==> config.mk <==
export PLATFORM = sky130hd
export DESIGN_NAME = hash_result_collector
export DESIGN_NICKNAME = d
export VERILOG_FILES = /design/src/rtl/hash_result_collector_pkg.sv /design/src/rtl/hash_result_collector_fifo.sv /design/src/rtl/hash_result_collector.sv
export SDC_FILE = /design/constraint.sdc
export NUM_CORES = 1
export LEC_CHECK = 0
export CAP_MARGIN = 30
export CORE_AREA = 2 2 163 165
export CTS_CLUSTER_SIZE = 16
export DETAILED_ROUTE_END_ITERATION = 16
export DIE_AREA = 0 0 165 167
export SETUP_SLACK_MARGIN = 0.1
export SYNTH_ARGS = -nofsm -noshare
export SYNTH_HDL_FRONTEND = slang
export SYNTH_HIERARCHICAL = 1
export SYNTH_SLANG_ARGS = --single-unit
==> constraint.sdc <==
create_clock -name M1_CLK -period 3.48 [get_ports M1_CLK]
set_input_delay 0.348 -clock M1_CLK [delete_from_list [all_inputs] [get_ports M1_CLK]]
set_output_delay 0.348 -clock M1_CLK [all_outputs]
set_load 0.005 [all_outputs]
==> src/rtl/hash_result_collector_pkg.sv <==
// Shared collector definitions: FSM encodings, nonce geometry and the default macro count.
// The optional result interrupt is enabled by defining DECRED_RESULT_IRQ_EN.
`ifndef DECRED_DEFINES_DONE
`define DECRED_DEFINES_DONE
`ifndef NUMBER_OF_MACROS
`define NUMBER_OF_MACROS 4
`endif
`define COLLECT_IDLE    2'd0
`define COLLECT_READ    2'd1
`define COLLECT_HOLDOFF 2'd2
`define NONCE_BYTES     4
`define NONCE_BASE_ADDR 6'h34
`endif

package hash_result_collector_pkg;
    localparam logic [1:0] ST_IDLE    = `COLLECT_IDLE;
    localparam logic [1:0] ST_READ    = `COLLECT_READ;
    localparam logic [1:0] ST_HOLDOFF = `COLLECT_HOLDOFF;
    localparam int         NONCE_BYTES = `NONCE_BYTES;

    function automatic int wrap_inc(input int v, input int n);
        return (v + 1 >= n) ? 0 : v + 1;
    endfunction
endpackage

==> src/rtl/hash_result_collector_fifo.sv <==
// Single-clock result FIFO with registered head, count and full/empty flags.
// A pop and a push in the same cycle are both honoured, even when full.
module result_fifo #(
    parameter int W     = 34,
    parameter int DEPTH = 4,
    localparam int AW   = $clog2(DEPTH),
    localparam int CNTW = AW + 1
) (
    input  logic            clk,
    input  logic            rst_n,
    input  logic            push,
    input  logic            pop,
    input  logic [W-1:0]    wdata,
    output logic [W-1:0]    rdata,
    output logic            empty,
    output logic            full,
    output logic [CNTW-1:0] count
);
    logic [W-1:0]    r_mem [DEPTH];
    logic [AW-1:0]   r_wr;
    logic [AW-1:0]   r_rd;
    logic [CNTW-1:0] r_count;
    logic            r_empty;
    logic            r_full;
    logic [W-1:0]    r_head;
    logic            w_do_pop;
    logic            w_do_push;
    logic [CNTW-1:0] w_count_next;

    assign w_do_pop  = pop && !r_empty;
    assign w_do_push = push && (!r_full || w_do_pop);

    always_comb begin
        w_count_next = r_count;
        if (w_do_push && !w_do_pop)
            w_count_next = r_count + CNTW'(1);
        else if (!w_do_push && w_do_pop)
            w_count_next = r_count - CNTW'(1);
    end

    always_ff @(posedge clk) begin
        if (w_do_push)
            r_mem[r_wr] <= wdata;
    end

    always_ff @(posedge clk) begin
        if (!rst_n) begin
            r_wr    <= '0;
            r_rd    <= '0;
            r_count <= '0;
            r_empty <= 1'b1;
            r_full  <= 1'b0;
            r_head  <= '0;
        end else begin
            if (w_do_push)
                r_wr <= r_wr + AW'(1);
            if (w_do_pop)
                r_rd <= r_rd + AW'(1);
            r_count <= w_count_next;
            r_empty <= (w_count_next == '0);
            r_full  <= (w_count_next == CNTW'(DEPTH));
            // The head register tracks what mem[r_rd] will hold after this edge.
            if (w_do_push && (r_empty || (w_do_pop && r_count == CNTW'(1))))
                r_head <= wdata;
            else if (w_do_pop)
                r_head <= r_mem[r_rd + AW'(1)];
        end
    end

    assign rdata = r_head;
    assign empty = r_empty;
    assign full  = r_full;
    assign count = r_count;
endmodule

==> src/rtl/hash_result_collector.sv <==
// Round-robin collector: reads each ready macro's 4-byte nonce and queues {index, nonce}.
// Define DECRED_RESULT_IRQ_EN to drive RESULT_IRQ; otherwise it is tied low.
module hash_result_collector
    import hash_result_collector_pkg::*;
#(
    parameter int         NUM_MACROS      = `NUMBER_OF_MACROS,
    parameter int         FIFO_DEPTH      = 4,
    parameter logic [5:0] NONCE_BASE_ADDR = `NONCE_BASE_ADDR,
    localparam int        IDXW            = (NUM_MACROS > 1) ? $clog2(NUM_MACROS) : 1,
    localparam int        CNTW            = $clog2(FIFO_DEPTH) + 1
) (
    input  logic                  M1_CLK,
    input  logic                  RSTn,
    input  logic [NUM_MACROS-1:0] DATA_AVAILABLE,
    output logic [NUM_MACROS-1:0] MACRO_RD_SELECT,
    output logic [5:0]            HASH_ADDR,
    input  logic [7:0]            DATA_FROM_HASH,
    input  logic                  POP,
    output logic [32+IDXW-1:0]    RESULT_DATA,
    output logic                  FIFO_EMPTY,
    output logic [CNTW-1:0]       FIFO_COUNT,
    output logic                  OVERFLOW,
    input  logic                  CLEAR_OVERFLOW,
    output logic                  RESULT_IRQ
);
    logic [1:0]            r_state;
    logic [IDXW-1:0]       r_rr_ptr;
    logic [IDXW-1:0]       r_grant;
    logic [2:0]            r_cnt;
    logic [23:0]           r_nonce_lo;
    logic [NUM_MACROS-1:0] r_sel;
    logic [5:0]            r_addr;
    logic                  r_ovf;
    logic                  w_any;
    logic [IDXW-1:0]       w_pick;
    int                    w_j;
    logic                  w_push;
    logic                  w_full;
    logic                  w_drop;
    logic [32+IDXW-1:0]    w_entry;

    // Scan downward so the lowest offset from r_rr_ptr wins.
    always_comb begin
        w_any  = 1'b0;
        w_pick = '0;
        w_j    = 0;
        for (int i = NUM_MACROS - 1; i >= 0; i--) begin
            w_j = int'(r_rr_ptr) + i;
            if (w_j >= NUM_MACROS)
                w_j = w_j - NUM_MACROS;
            if (DATA_AVAILABLE[IDXW'(w_j)]) begin
                w_any  = 1'b1;
                w_pick = IDXW'(w_j);
            end
        end
    end

    always_ff @(posedge M1_CLK) begin
        if (!RSTn) begin
            r_state  <= ST_IDLE;
            r_rr_ptr <= '0;
            r_grant  <= '0;
            r_cnt    <= '0;
            r_sel    <= '0;
            r_addr   <= '0;
        end else begin
            case (r_state)
                ST_IDLE: begin
                    if (w_any) begin
                        r_grant <= w_pick;
                        r_sel   <= NUM_MACROS'(1) << w_pick;
                        r_addr  <= NONCE_BASE_ADDR;
                        r_cnt   <= '0;
                        r_state <= ST_READ;
                    end
                end
                ST_READ: begin
                    r_cnt <= r_cnt + 3'd1;
                    if (r_cnt < 3'(NONCE_BYTES - 1)) begin
                        r_addr <= r_addr + 6'd1;
                    end else begin
                        r_sel  <= '0;
                        r_addr <= '0;
                    end
                    // Extra cycle after the last address collects the final byte.
                    if (r_cnt == 3'(NONCE_BYTES)) begin
                        r_cnt    <= '0;
                        r_state  <= ST_HOLDOFF;
                        r_rr_ptr <= IDXW'(wrap_inc(int'(r_grant), NUM_MACROS));
                    end
                end
                ST_HOLDOFF: begin
                    r_cnt <= r_cnt + 3'd1;
                    if (r_cnt == 3'd1) begin
                        r_cnt   <= '0;
                        r_state <= ST_IDLE;
                    end
                end
                default: r_state <= ST_IDLE;
            endcase
        end
    end

    // Byte k arrives while r_cnt == k+1; byte 3 goes straight into the FIFO entry.
    always_ff @(posedge M1_CLK) begin
        if (r_state == ST_READ) begin
            case (r_cnt)
                3'd1:    r_nonce_lo[7:0]   <= DATA_FROM_HASH;
                3'd2:    r_nonce_lo[15:8]  <= DATA_FROM_HASH;
                3'd3:    r_nonce_lo[23:16] <= DATA_FROM_HASH;
                default: ;
            endcase
        end
    end

    assign w_push  = (r_state == ST_READ) && (r_cnt == 3'(NONCE_BYTES));
    assign w_entry = {r_grant, DATA_FROM_HASH, r_nonce_lo};
    assign w_drop  = w_push && w_full && !POP;

    result_fifo #(
        .W     (32 + IDXW),
        .DEPTH (FIFO_DEPTH)
    ) u_fifo (
        .clk   (M1_CLK),
        .rst_n (RSTn),
        .push  (w_push),
        .pop   (POP),
        .wdata (w_entry),
        .rdata (RESULT_DATA),
        .empty (FIFO_EMPTY),
        .full  (w_full),
        .count (FIFO_COUNT)
    );

    always_ff @(posedge M1_CLK) begin
        if (!RSTn)
            r_ovf <= 1'b0;
        else if (w_drop)
            r_ovf <= 1'b1;
        else if (CLEAR_OVERFLOW)
            r_ovf <= 1'b0;
    end

`ifdef DECRED_RESULT_IRQ_EN
    logic r_irq;
    always_ff @(posedge M1_CLK) begin
        if (!RSTn)
            r_irq <= 1'b0;
        else
            r_irq <= !FIFO_EMPTY || r_ovf;
    end
    assign RESULT_IRQ = r_irq;
`else
    assign RESULT_IRQ = 1'b0;
`endif

    assign MACRO_RD_SELECT = r_sel;
    assign HASH_ADDR       = r_addr;
    assign OVERFLOW        = r_ovf;
endmodule
* Yosys cells after proc, flatten, opt, wreduce, memory -nomap -nowiden
Memories as Yosys holds them, arrays and structs flattened. Index checks and enable logic that the tools add are counted.
Word-level totals: logic and storage cells 132, memory bits (writable) 136, register bits after elaboration 87, input bits 16, output and inout bits 50, memories kept 1
Memory list:
- u_fifo.r_mem | words 4, width 34, read ports 1, clocked after Yosys merged registers in 0, wr ports 1, RTL line hash_result_collector_fifo.sv:19 | logic [W-1:0] r_mem [DEPTH];
Operators by class: eq/ne operators 12, reductions and logical operators 31, add/sub/neg operators 14, $lt $le $gt $ge 10, multiplexer cells 47, shifts and indexed selects 1
Operators with widths (number):
- $mux 34 | 2
- $mux 2 | 12
- $lt 2x4->1 const B | 4
- $mux 1 | 16
- $mux 3 | 5
- $reduce_and 2->1 | 7
- $ge 3x3->1 const B | 4
- $mux 6 | 2
- $pmux 6 s2 | 1
- $logic_and 1x1->1 | 9
- $pmux 3 s3 | 1
- $bmux 1 s2 | 4
- $mux 4 | 2
- $ne 2x2->1 const B | 4
- $pmux 4 s2 | 1
- $sub 2x1->2 const B | 4
- $add 2x1->3 const B | 2
- $add 2x2->3 const B | 2
- $add 3x1->3 const B | 2
- $add 6x1->6 const B | 1
- $eq 3x1->1 const B | 2
- $eq 3x2->1 const B | 2
- $eq 3x3->1 const B | 2
- $pmux 2 s3 | 1
- other kinds (14) | 23

* Logic depth before layout (Yosys ltp)
Gate-level depths: netlist (run 1).
depth after elaboration 13, mapped depth 9, gate-level depth less buffers 8

* Modules after synthesis
The synthesis (run 1) kept the hierarchy.
Modules (own cells, without submodules):
- result_fifo | cells an instance 424, instances 1, sequential area each 4944.7 um2, area each 6896.6 um2
- hash_result_collector | cells an instance 168, instances 1, sequential area each 1121.1 um2, area each 1976.9 um2

* Worst setup path after synthesis (run 1)
Ideal clock, no wire load.
path kind register to register, from register r_state[1], to memory u_fifo.r_mem[0][0] (enable), stages on the path, launching flop included 8, arrival 2.151 ns, slack 0.935 ns, setup time 0.394 ns, cells stage by stage dfxtp_1 > inv_1 > ha_1 > buf_4 > nand3_1 > inv_1 > a21boi_2 > and2_1
Between the ends: cells in the longest elaborated chain, start to end 5
RTL lines:
- start: declaration | RTL line hash_result_collector.sv:26 | logic [1:0] r_state;
- start signal: assignment | RTL line hash_result_collector.sv:60 | r_state <= ST_IDLE;
- start signal: assignment | RTL line hash_result_collector.sv:74 | r_state <= ST_READ;
- start signal: assignment | RTL line hash_result_collector.sv:88 | r_state <= ST_HOLDOFF;
- $eq 2x1->1 | RTL line hash_result_collector.sv:116 | assign w_push = (r_state == ST_READ) && (r_cnt == 3'(NONCE_BYTES));
- $logic_and 1x1->1 | RTL line hash_result_collector.sv:116
- named net w_push | RTL line hash_result_collector.sv:37 | logic w_push;
- $logic_and 1x1->1 | RTL line hash_result_collector_fifo.sv:31 | assign w_do_push = push && (!r_full || w_do_pop);
- $mux 1 | RTL line hash_result_collector_fifo.sv:42 | if (w_do_push)
- $mux 1 (not written as such) | RTL line hash_result_collector_fifo.sv:43 | r_mem[r_wr] <= wdata;
- end: declaration | RTL line hash_result_collector_fifo.sv:19
The timed path passes the listed nets, and every way through them passes these cells.

* Worst setup path after layout (run 1)
from register r_state[1], to memory u_fifo.r_mem[1][10] (enable)
The elaborated chain is that of the path after synthesis.

==> results of run 1 <==
[final timing paths]
kind | start | end | slack [ns]
worst min register to register | MACRO_RD_SELECT[2] | MACRO_RD_SELECT[2] | 0.47
worst min-delay path | RSTn | u_fifo/empty | 0.39
worst max register to register | r_state[1] | u_fifo/r_mem[1][10] | 0.82
worst max-delay path | r_state[1] | u_fifo/r_mem[1][10] | 0.82
[cell usage after synthesis (all sizes together), types with 3 or more instances]
library cell	instances
mux4	34
a21o	4
a211oi	3
a21boi	6
inv	14
buf	24
nand3b	3
mux2i	4
clkbuf	8
nand2	83
a32o	4
edfxtp	160
nand2b	5
a21oi	11
and2	12
ha	17
o21a	3
nand3	5
nor2	10
dfxtp	63
nor2b	8
o21ai	41
a31oi	35
xnor2	6
[worst max-delay path, cell delays in order (launching register included)]
cell and delay, ns:
dfxtp_1 0.33, inv_1 0.08, ha_1 0.34, nand3_1 0.27, inv_1 0.30, a21boi_2 0.33, and2_1 0.16, buf_4 0.46
[report_power, final]
| part | internal (mW) | total [mW] | switching, mW |
|---|---|---|---|
| Clock | 1.25 | 2.22 | 0.974 |
| Sequential | 2.96 | 3.07 | 0.117 |
| Combinational | 0.492 | 1.02 | 0.531 |
| Total | 4.70 | 6.32 | 1.62 |
[state kept, by name, summed over array words and instances, names as in the netlist]
name             cells
HASH_ADDR            6
r_nonce_lo          24
MACRO_RD_SELECT      4
u_fifo/r_mem       136
u_fifo/rdata        34
r_state              2
u_fifo/empty         1
r_rr_ptr             2
u_fifo/r_wr          2
r_grant              2
r_cnt                3
u_fifo/full          1
OVERFLOW             1
u_fifo/count         3
u_fifo/r_rd          2
[through the flow]
step / setup WS, ns / hold WS (ns) / utilization / std cells
global route: 0.6302 / 0.4564 / 0.4085 / 1011
floorplan: 0.9348 / 0.4469 / - / 592
detailed placement: 0.7958 / 0.4546 / 0.3820 / 969
CTS: 0.8259 / 0.4126 / 0.4085 / 1011
finish: 0.8157 / 0.3944 / 0.4085 / 1011
global placement: 0.8541 / 0.4570 / 0.3820 / 969
[placed cells by master (no fill, tap or decap), types with 10 or more instances in the layout]
cell type,count
edfxtp_1,160
nand2_1,83
clkdlybuf4s50_1,63
dfxtp_1,62
a31oi_1,35
mux4_2,34
o21ai_0,31
clkbuf_16,23
ha_1,17
inv_1,14
and2_1,12
a21oi_1,11
nor2_1,10
[final cells by class]
class	count	area, µm²	area share
sequential	223	6067	0.5765
multi-input combinational	323	2579	0.2450
timing repair buffer	74	723.2	0.06872
clock buffer	31	615.6	0.05850
tap	335	419.2	0.03983
clock inverter	11	67.56	0.006420
inverter	14	52.55	0.004993
[layer usage]
layer / global-route usage / wire [µm] / vias up
li1: - / - / 2376
met1: 0.1741 / 8125 / 2613
met2: 0.2274 / 9010 / 108
met3: 0.02516 / 810 / 28
met4: 0.04121 / 368 / 0
met5: 0 / 0 / -
[cells by family (layout without fill, tap and decap cells)]
logic type      count (synthesis)  in the layout  synth area share
mux                            38             38           0.09081
simple gates                  138            138           0.07572
compound gates                121            121           0.08982
fa+ha+maj                      17             17           0.02397
other cells                     1              1         0.0004226
xor+xnor                        8              8          0.008743
flops                         223            223            0.6836
buf+inv                        46            130           0.02693
==> results.py, run 1 <==
metrics = {
    "status": {
        "status": "completed",
    },
    "synthesis": {
        "dominantRegCellSynth": "edfxtp_1",
        "synthCells": 592,
        "netlist_area_um2": 8874,
        "synth_seq_cells": 223,
        "synth_top_area_frac": 0.5415,
        "synth_warnings": 6,
        "synth_nets": 625,
        "ys_seq_area_frac": 0.6836,
        "synth.avg_cell_area_um2": 14.99,
        "synth_edf_count": 160,
        "synth_area_leader_cell": "edfxtp_1",
        "synthDistinctLibCells": 59,
        "synthArstFlopShare": 0,
        "synthTopCellsByArea": "edfxtp_1 54%, dfxtp_1 14%, mux4_2 8.6%",
    },
    "die": {
        "start_util": 0.3444,
        "die_x_um": 165,
        "die_y_um": 167,
        "design.die.area_um2": 27560,
        "ios": 66,
        "core-area_um2": 25760,
        "row_count": 59,
    },
    "pwr": {
        "power.static_leakage_nw": 3.386,
        "power_mw": 6.319,
        "power_density_nw_per_um2": 600.4,
        "ir_drop_mv": 0.2529,
    },
    "sta": {
        "setup_viol": 0,
        "max_freq_ghz": 0.3753,
        "skew_ns": 0.007788,
        "finalMaxSlewViolations": 0,
        "timing.slew.headroom": 0.4649,
        "finalCritPeriodShare": 0.7656,
        "worstMarginPinSlew_ns": 0.8027,
        "rsz0062_at_grt": "no",
        "finalCriticalPeriod_ns": 2.664,
        "fin_setup_tns_ns": 0,
        "finalHoldViolations": 0,
    },
    "cells_and_area": {
        "drive_above_1_share": 0.1361,
        "diodes": 0,
        "nets": 692,
        "area_growth_pct": 18.60,
        "fin_area_um2": 10520,
        "n_fill_cell": 2318,
    },
    "route": {
        "drc": 0,
        "avgRoutedWirePerCell_um": 18.11,
        "via_per_inst": 5.069,
        "dr.pass1.iters": 4,
        "drt_wl_total_mm": 18.31,
        "num_vias": 5125,
        "drtIter0Drc": 393,
        "ant_nets": 0,
    },
    "grt": {
        "grt_max_degree": 46,
        "grt_use_total": 0.1342,
        "grt_pass1_wl_mm": 28.80,
        "grt_pass1_vias": 5291,
        "overflow": 0,
        "antenna_found_initial": 0,
    },
    "setup_path": {
        "cp.required_ns": 3.63,
        "critPathKind": "register to register",
        "crit_path_end_kind": "register",
        "path_max_fanout": 34,
        "cp_data_arrival_time_ns": 2.81,
        "start_kind": "register",
        "ff2ff_path_depth": 7,
    },
    "clocking": {
        "cts_resized": 0,
        "clkSlewWorstSetupHoldPaths_ns": 0.06,
        "cts.htree.levels": 1,
        "cts_hold_buffers": 0,
        "clk_latency_ns": 0.51,
        "cts-root-buf": "clkbuf_16",
        "cts_buffer_depth": 3,
        "post_cts.repair.setup_buffers": 0,
        "cts_tree": "built",
        "cts.sinks": 223,
        "cts_made_buffers": 23,
    },
    "worst_hold_path": {
        "hold-path-cell-count": 2,
        "hp-class": "primary input to register",
    },
    "placed_design": {
        "place_congestion": 0.7902,
        "place.detailed.hpwl_mm": 11.27,
        "place_area_um2": 9841,
        "portBuffers": 64,
    },
    "flow_run": {
        "max_cap_viol_count": 0,
    },
}
(Power assumes the default switching activity.)
==> inputs of run 2 (changes only) <==
==> constraint.sdc (replaced) <==
create_clock -name M1_CLK -period 2.25 [get_ports M1_CLK]
set_input_delay 0.225 -clock M1_CLK [delete_from_list [all_inputs] [get_ports M1_CLK]]
set_output_delay 0.225 -clock M1_CLK [all_outputs]
set_load 0.005 [all_outputs]
==> run 2 against run 1 <==
Die area stayed put. Critical path depth unchanged. Global-route usage up 0.89 points. Sequential power up 55%. Count of clock-buffer cells in the layout unchanged. Critical endpoint is now u_fifo/r_mem[2][32].
==> results.py, run 2 (synthesis gave the netlist of run 1 again) <==
metrics = {
    "cells_and_area": {
        "diodes": 0,
        "layout_common_cells": "160 x edfxtp_1, 83 x nand2_1, 63 x clkdlybuf4s50_1",
        "area_growth_pct": 20.63,
        "n_fill_cell": 2293,
        "multi_input_comb_area_um2": 2591,
        "layout.cells.non_filler": 1021,
        "nets": 702,
        "final_common_cell": "edfxtp_1",
        "largest_register_ffs": 136,
        "largest_register": "u_fifo/r_mem",
        "regArea_um2": 6067,
        "drive_above_1_share": 0.1501,
    },
    "setup_path": {
        "r2r_slack_ns": 0.25,
        "reg2reg_from": "r_cnt[0]",
        "ff2ff_path_depth": 7,
        "cp.required_ns": 2.46,
        "start_kind": "register",
        "cp_data_arrival_time_ns": 2.20,
        "reg2reg_to": "u_fifo/r_mem[2][32]",
        "path_max_fanout": 15,
        "critPathKind": "register to register",
        "crit_path_end_kind": "register",
    },
    "pwr": {
        "internal_power_mw": 7.375,
        "power_mw": 9.961,
        "p_clk_frac": 0.358,
        "swShare": 0.2596,
        "power_density_nw_per_um2": 930.6,
        "ir_drop_mv": 0.4724,
        "power_frac_seq": 0.478,
        "combPwrFrac": 0.164,
        "power.static_leakage_nw": 3.453,
        "p_switching_mw": 2.585,
    },
    "status": {
        "status": "completed",
    },
    "sta": {
        "finalCriticalPeriod_ns": 1.995,
        "worst_hold_slack_ns": 0.05160,
        "max_freq_ghz": 0.5012,
        "skew_ns": 0.01512,
        "setup_viol": 0,
        "timing.slew.headroom": 0.5889,
        "finalMaxSlewViolations": 0,
        "fin_setup_tns_ns": 0,
        "rsz0062_at_grt": "no",
        "finalCritPeriodShare": 0.8867,
        "finalHoldViolations": 0,
        "worstMarginPinSlew_ns": 0.6111,
    },
    "die": {
        "design.die.area_um2": 27560,
        "start_util": 0.3444,
        "ios": 66,
        "row_count": 59,
        "die_y_um": 167,
        "core-area_um2": 25760,
        "die_x_um": 165,
    },
    "worst_hold_path": {
        "min-delay-start": "RSTn",
        "hold-path-cell-count": 2,
        "hp-class": "primary input to register",
        "whs_endpoint": "u_fifo/empty",
    },
    "clocking": {
        "cts_tree": "built",
        "cts_buffer_depth": 3,
        "cts-root-buf": "clkbuf_16",
        "clk_latency_ns": 0.52,
        "cts_hold_buffers": 0,
        "cts_resized": 0,
        "clkSlewWorstSetupHoldPaths_ns": 0.06,
        "post_cts.repair.setup_buffers": 0,
        "cts.sinks": 223,
        "cts.htree.levels": 1,
        "cts_made_buffers": 23,
    },
    "placed_design": {
        "place_inst": 979,
        "portBuffers": 64,
        "place.detailed.hpwl_mm": 12.28,
        "place_congestion": 0.7574,
    },
    "route": {
        "drt_wl_total_mm": 19.42,
        "ant_nets": 0,
        "num_vias": 5217,
        "drc": 0,
        "dr.pass1.iters": 6,
        "drtIter0Drc": 410,
        "via_per_inst": 5.110,
        "avgRoutedWirePerCell_um": 19.02,
    },
    "grt": {
        "overflow": 0,
        "grt_use_total": 0.1431,
        "antenna_found_initial": 0,
        "grt_max_degree": 69,
        "grt_pass1_vias": 5402,
        "grt_pass1_wl_mm": 30.48,
    },
    "flow_run": {
        "max_cap_viol_count": 0,
    },
}
-- run 2: area by class of cell --
class / count / share of cell area
multi-input combinational: 323 / 0.2421
inverter: 14 / 0.004909
tap: 335 / 0.03916
sequential: 223 / 0.5668
timing repair buffer: 84 / 0.08182
clock inverter: 11 / 0.008650
clock buffer: 31 / 0.05658
-- run 2: metal layers --
metal | GRT usage | vias to the layer above | wire [µm]
li1 | - | 2396 | -
met1 | 0.1844 | 2686 | 8305
met2 | 0.2522 | 110 | 10020
met3 | 0.02017 | 25 | 769
met4 | 0.03667 | 0 | 327
met5 | 0 | - | 0
-- run 2: stage by stage --
| step | worst slack (ns) | instance area [µm²] | utilization |
|---|---|---|---|
| final | 0.2548 | 10700 | 0.4155 |
| after global placement | 0.2294 | 9983 | 0.3875 |
| after CTS | 0.1790 | 10680 | 0.4146 |
| after detailed placement | 0.1844 | 9983 | 0.3875 |
| after floorplan | 0.05650 | 8879 | - |
| after global routing | 0.1212 | 10700 | 0.4155 |
-- run 2: worst max path at each step --
stage               startpoint                   to  slack [ns]  cells after the start
floorplan           r_state[1]   u_fifo/r_mem[0][0]        0.06                      7
global route          r_cnt[0]          u_fifo/full        0.12                      8
detailed placement    r_cnt[0]  u_fifo/r_mem[3][11]        0.18                      7
finish                r_cnt[0]  u_fifo/r_mem[2][32]        0.25                      7
global placement      r_cnt[0]   u_fifo/r_mem[1][6]        0.23                      7
CTS                   r_cnt[0]  u_fifo/r_mem[3][32]        0.18                      7
-- run 2: worst max-delay path, stage by stage (launching register included) --
cell,delay (ns)
dfxtp_1,0.37
inv_1,0.13
ha_1,0.18
nand3_1,0.12
inv_1,0.17
a21boi_4,0.28
and2_2,0.24
buf_6,0.21
-- run 2: power by group through the flow --
stage          sequential [mW]  clock [mW]  combinational (mW)
2_1_floorplan             4.80           0                1.01
3_3_place_gp              4.83           0                1.59
3_5_place_dp              4.85           0                1.64
4_1_cts                   4.76        3.65                1.65
5_1_grt                   4.79        3.82                1.79
6_report                  4.76        3.57                1.63
==> inputs of run 3 (changes only) <==
==> constraint.sdc (replaced) <==
create_clock -name M1_CLK -period 2.25 [get_ports M1_CLK]
set_input_delay 0.45 -clock M1_CLK [delete_from_list [all_inputs] [get_ports M1_CLK]]
set_output_delay 0.45 -clock M1_CLK [all_outputs]
set_load 0.005 [all_outputs]
==> run 3 against run 2 <==
Maximum frequency shrank 1.0%. Final area grew 1.8%. Power grew 3.6%. Via count shrank 2.1%. Sequential power is essentially flat. Critical path type unchanged. Largest cell class unchanged. Largest power group unchanged.
==> results.py, run 3 (synthesis gave the netlist of run 1 again) <==
metrics = {
    "setup_path": {
        "critPathKind": "register to register",
        "crit_slowest_cell": "dfxtp_1",
        "path_max_fanout": 19,
        "reg2reg_from": "r_cnt[1]",
        "start_kind": "register",
        "cp.required_ns": 2.48,
        "cp_data_arrival_time_ns": 2.25,
        "max_stage_delay_ns": 0.36,
        "timing.critical_path.mode_cell": "inv_1",
        "crit_path_end_kind": "register",
        "cp_cell_sequence": "inv_1 > ha_1 > nand3_1 > inv_1 > a21boi_2 > and2_2 > buf_12",
        "ff2ff_path_depth": 7,
        "r2r_slack_ns": 0.23,
        "reg2reg_to": "u_fifo/r_mem[0][22]",
    },
    "grt": {
        "met3_usage": 0.02441,
        "grt-busiest-layer": "met2",
        "grt_pass1_wl_mm": 29.70,
        "antenna_found_initial": 0,
        "grt_max_degree": 56,
        "use_met1": 0.1821,
        "use_met2": 0.2346,
        "overflow": 0,
        "grt_pass1_vias": 5363,
        "grt_use_total": 0.1380,
    },
    "cells_and_area": {
        "n_fill_cell": 2277,
        "fin_area_um2": 10890,
        "diodes": 0,
        "area_growth_pct": 22.77,
        "largest_register": "u_fifo/r_mem",
        "regArea_um2": 6068,
        "final_common_cell": "edfxtp_1",
        "layout_common_cells": "160 x edfxtp_1, 83 x nand2_1, 63 x clkdlybuf4s50_1",
        "nets": 703,
        "drive_above_1_share": 0.1657,
        "largest_register_ffs": 136,
        "multi_input_comb_area_um2": 2584,
    },
    "sta": {
        "rsz0062_at_grt": "no",
        "setup_viol": 0,
        "skew_ns": 0.01328,
        "worstMarginPinSlew_ns": 0.5855,
        "timing.slew.headroom": 0.6085,
        "finalMaxSlewViolations": 0,
        "setup_ws_ns": 0.2342,
        "max_freq_ghz": 0.4961,
        "finalHoldViolations": 0,
        "finalCriticalPeriod_ns": 2.016,
        "finalCritPeriodShare": 0.8959,
        "fin_setup_tns_ns": 0,
    },
    "route": {
        "ant_nets": 0,
        "num_vias": 5109,
        "via_per_inst": 4.994,
        "drt_wl_total_mm": 18.86,
        "drtIter0Drc": 465,
        "dr.pass1.iters": 5,
        "drc": 0,
        "avgRoutedWirePerCell_um": 18.44,
    },
    "clocking": {
        "cts_buffer_depth": 3,
        "cts.sinks": 223,
        "post_cts.repair.setup_buffers": 0,
        "cts-root-buf": "clkbuf_16",
        "clkSlewWorstSetupHoldPaths_ns": 0.06,
        "clk_latency_ns": 0.53,
        "cts_made_buffers": 24,
        "cts_tree": "built",
        "cts.htree.levels": 1,
    },
    "die": {
        "die_x_um": 165,
        "ios": 66,
        "core-area_um2": 25760,
        "die_y_um": 167,
        "design.die.area_um2": 27560,
        "row_count": 59,
        "start_util": 0.3444,
    },
    "placed_design": {
        "place_ws_ns": 0.1254,
        "place_area_um2": 10080,
        "portBuffers": 64,
        "place.detailed.hpwl_mm": 11.64,
        "place_congestion": 0.7407,
    },
    "pwr": {
        "power_density_nw_per_um2": 947.4,
        "power.static_leakage_nw": 3.537,
        "ir_drop_mv": 0.5759,
    },
    "worst_hold_path": {
        "hp-class": "primary input to register",
        "hold-path-cell-count": 2,
        "min-delay-start": "RSTn",
        "whs_endpoint": "u_fifo/empty",
    },
    "status": {
        "status": "completed",
    },
    "flow_run": {
        "max_cap_viol_count": 0,
    },
}
run 3: changes by cell type in the layout (fill, tap and decap cells not counted), moves of 2 or more:
cell and delta:
buf_4 -4, clkbuf_1 -3, clkbuf_8 +7, buf_6 -4
buf_12 +8, clkinv_2 +2, clkinv_1 -5
run 3: cell type report:
| type | count | share of cell area |
|---|---|---|
| tap | 335 | 0.03847 |
| inverter | 14 | 0.004824 |
| clock buffer | 36 | 0.06569 |
| timing repair buffer | 84 | 0.08820 |
| clock inverter | 8 | 0.008614 |
| multi-input combinational | 323 | 0.2372 |
| sequential | 223 | 0.5570 |
run 3: power by group:
| part | internal, mW | leakage (nW) | switching, mW |
|---|---|---|---|
| logic | 0.806 | 1.19 | 0.833 |
| clock network | 2.32 | 0.391 | 1.60 |
| registers | 4.57 | 1.95 | 0.186 |
run 3: per-stage QoR:
step / total power, mW / cells / util / hold slack (ns)
2_1_floorplan: 5.815 / 592 / - / 0.4656
3_3_place_gp: 6.448 / 979 / 0.3914 / 0.4564
3_5_place_dp: 6.500 / 979 / 0.3914 / 0.4634
4_1_cts: 10.45 / 1023 / 0.4228 / 0.1673
5_1_grt: 10.77 / 1023 / 0.4229 / 0.1749
6_report: 10.32 / 1023 / 0.4229 / 0.1839
run 3: worst max-delay path, delay by kind of cell (launching register included):
| kind | cells | cell delay (ns) |
|---|---|---|
| AOI/OAI and AO/OA | 1 | 0.28 |
| adders and majority gates | 1 | 0.17 |
| buffers and inverters | 3 | 0.55 |
| DFF | 1 | 0.36 |
| and+or+nand+nor | 2 | 0.36 |
run 3: worst max path at each step:
stage / from / depth (start not counted) / slack, ns / end
final: r_cnt[1] / 7 / 0.23 / u_fifo/r_mem[0][22]
after global routing: r_cnt[1] / 7 / 0.11 / u_fifo/r_mem[0][25]
after global placement: POP / 5 / 0.16 / u_fifo/r_mem[1][22]
after detailed placement: POP / 5 / 0.13 / u_fifo/r_mem[1][24]
after CTS: r_cnt[0] / 7 / 0.20 / u_fifo/r_mem[1][17]
after floorplan: r_state[1] / 7 / 0.06 / u_fifo/r_mem[0][0]
run 3: per-layer routing:
metal	vias up	wire, µm
met2	126	9416
met1	2563	8179
met3	24	979
met4	0	286
met5	-	0
li1	2396	-
run 3: what timing repair did:
item,CTS,global route
endpoints found under the hold margin,0,0
hold buffers,0,0
resized for setup,0,1
endpoints found under the setup margin,0,80
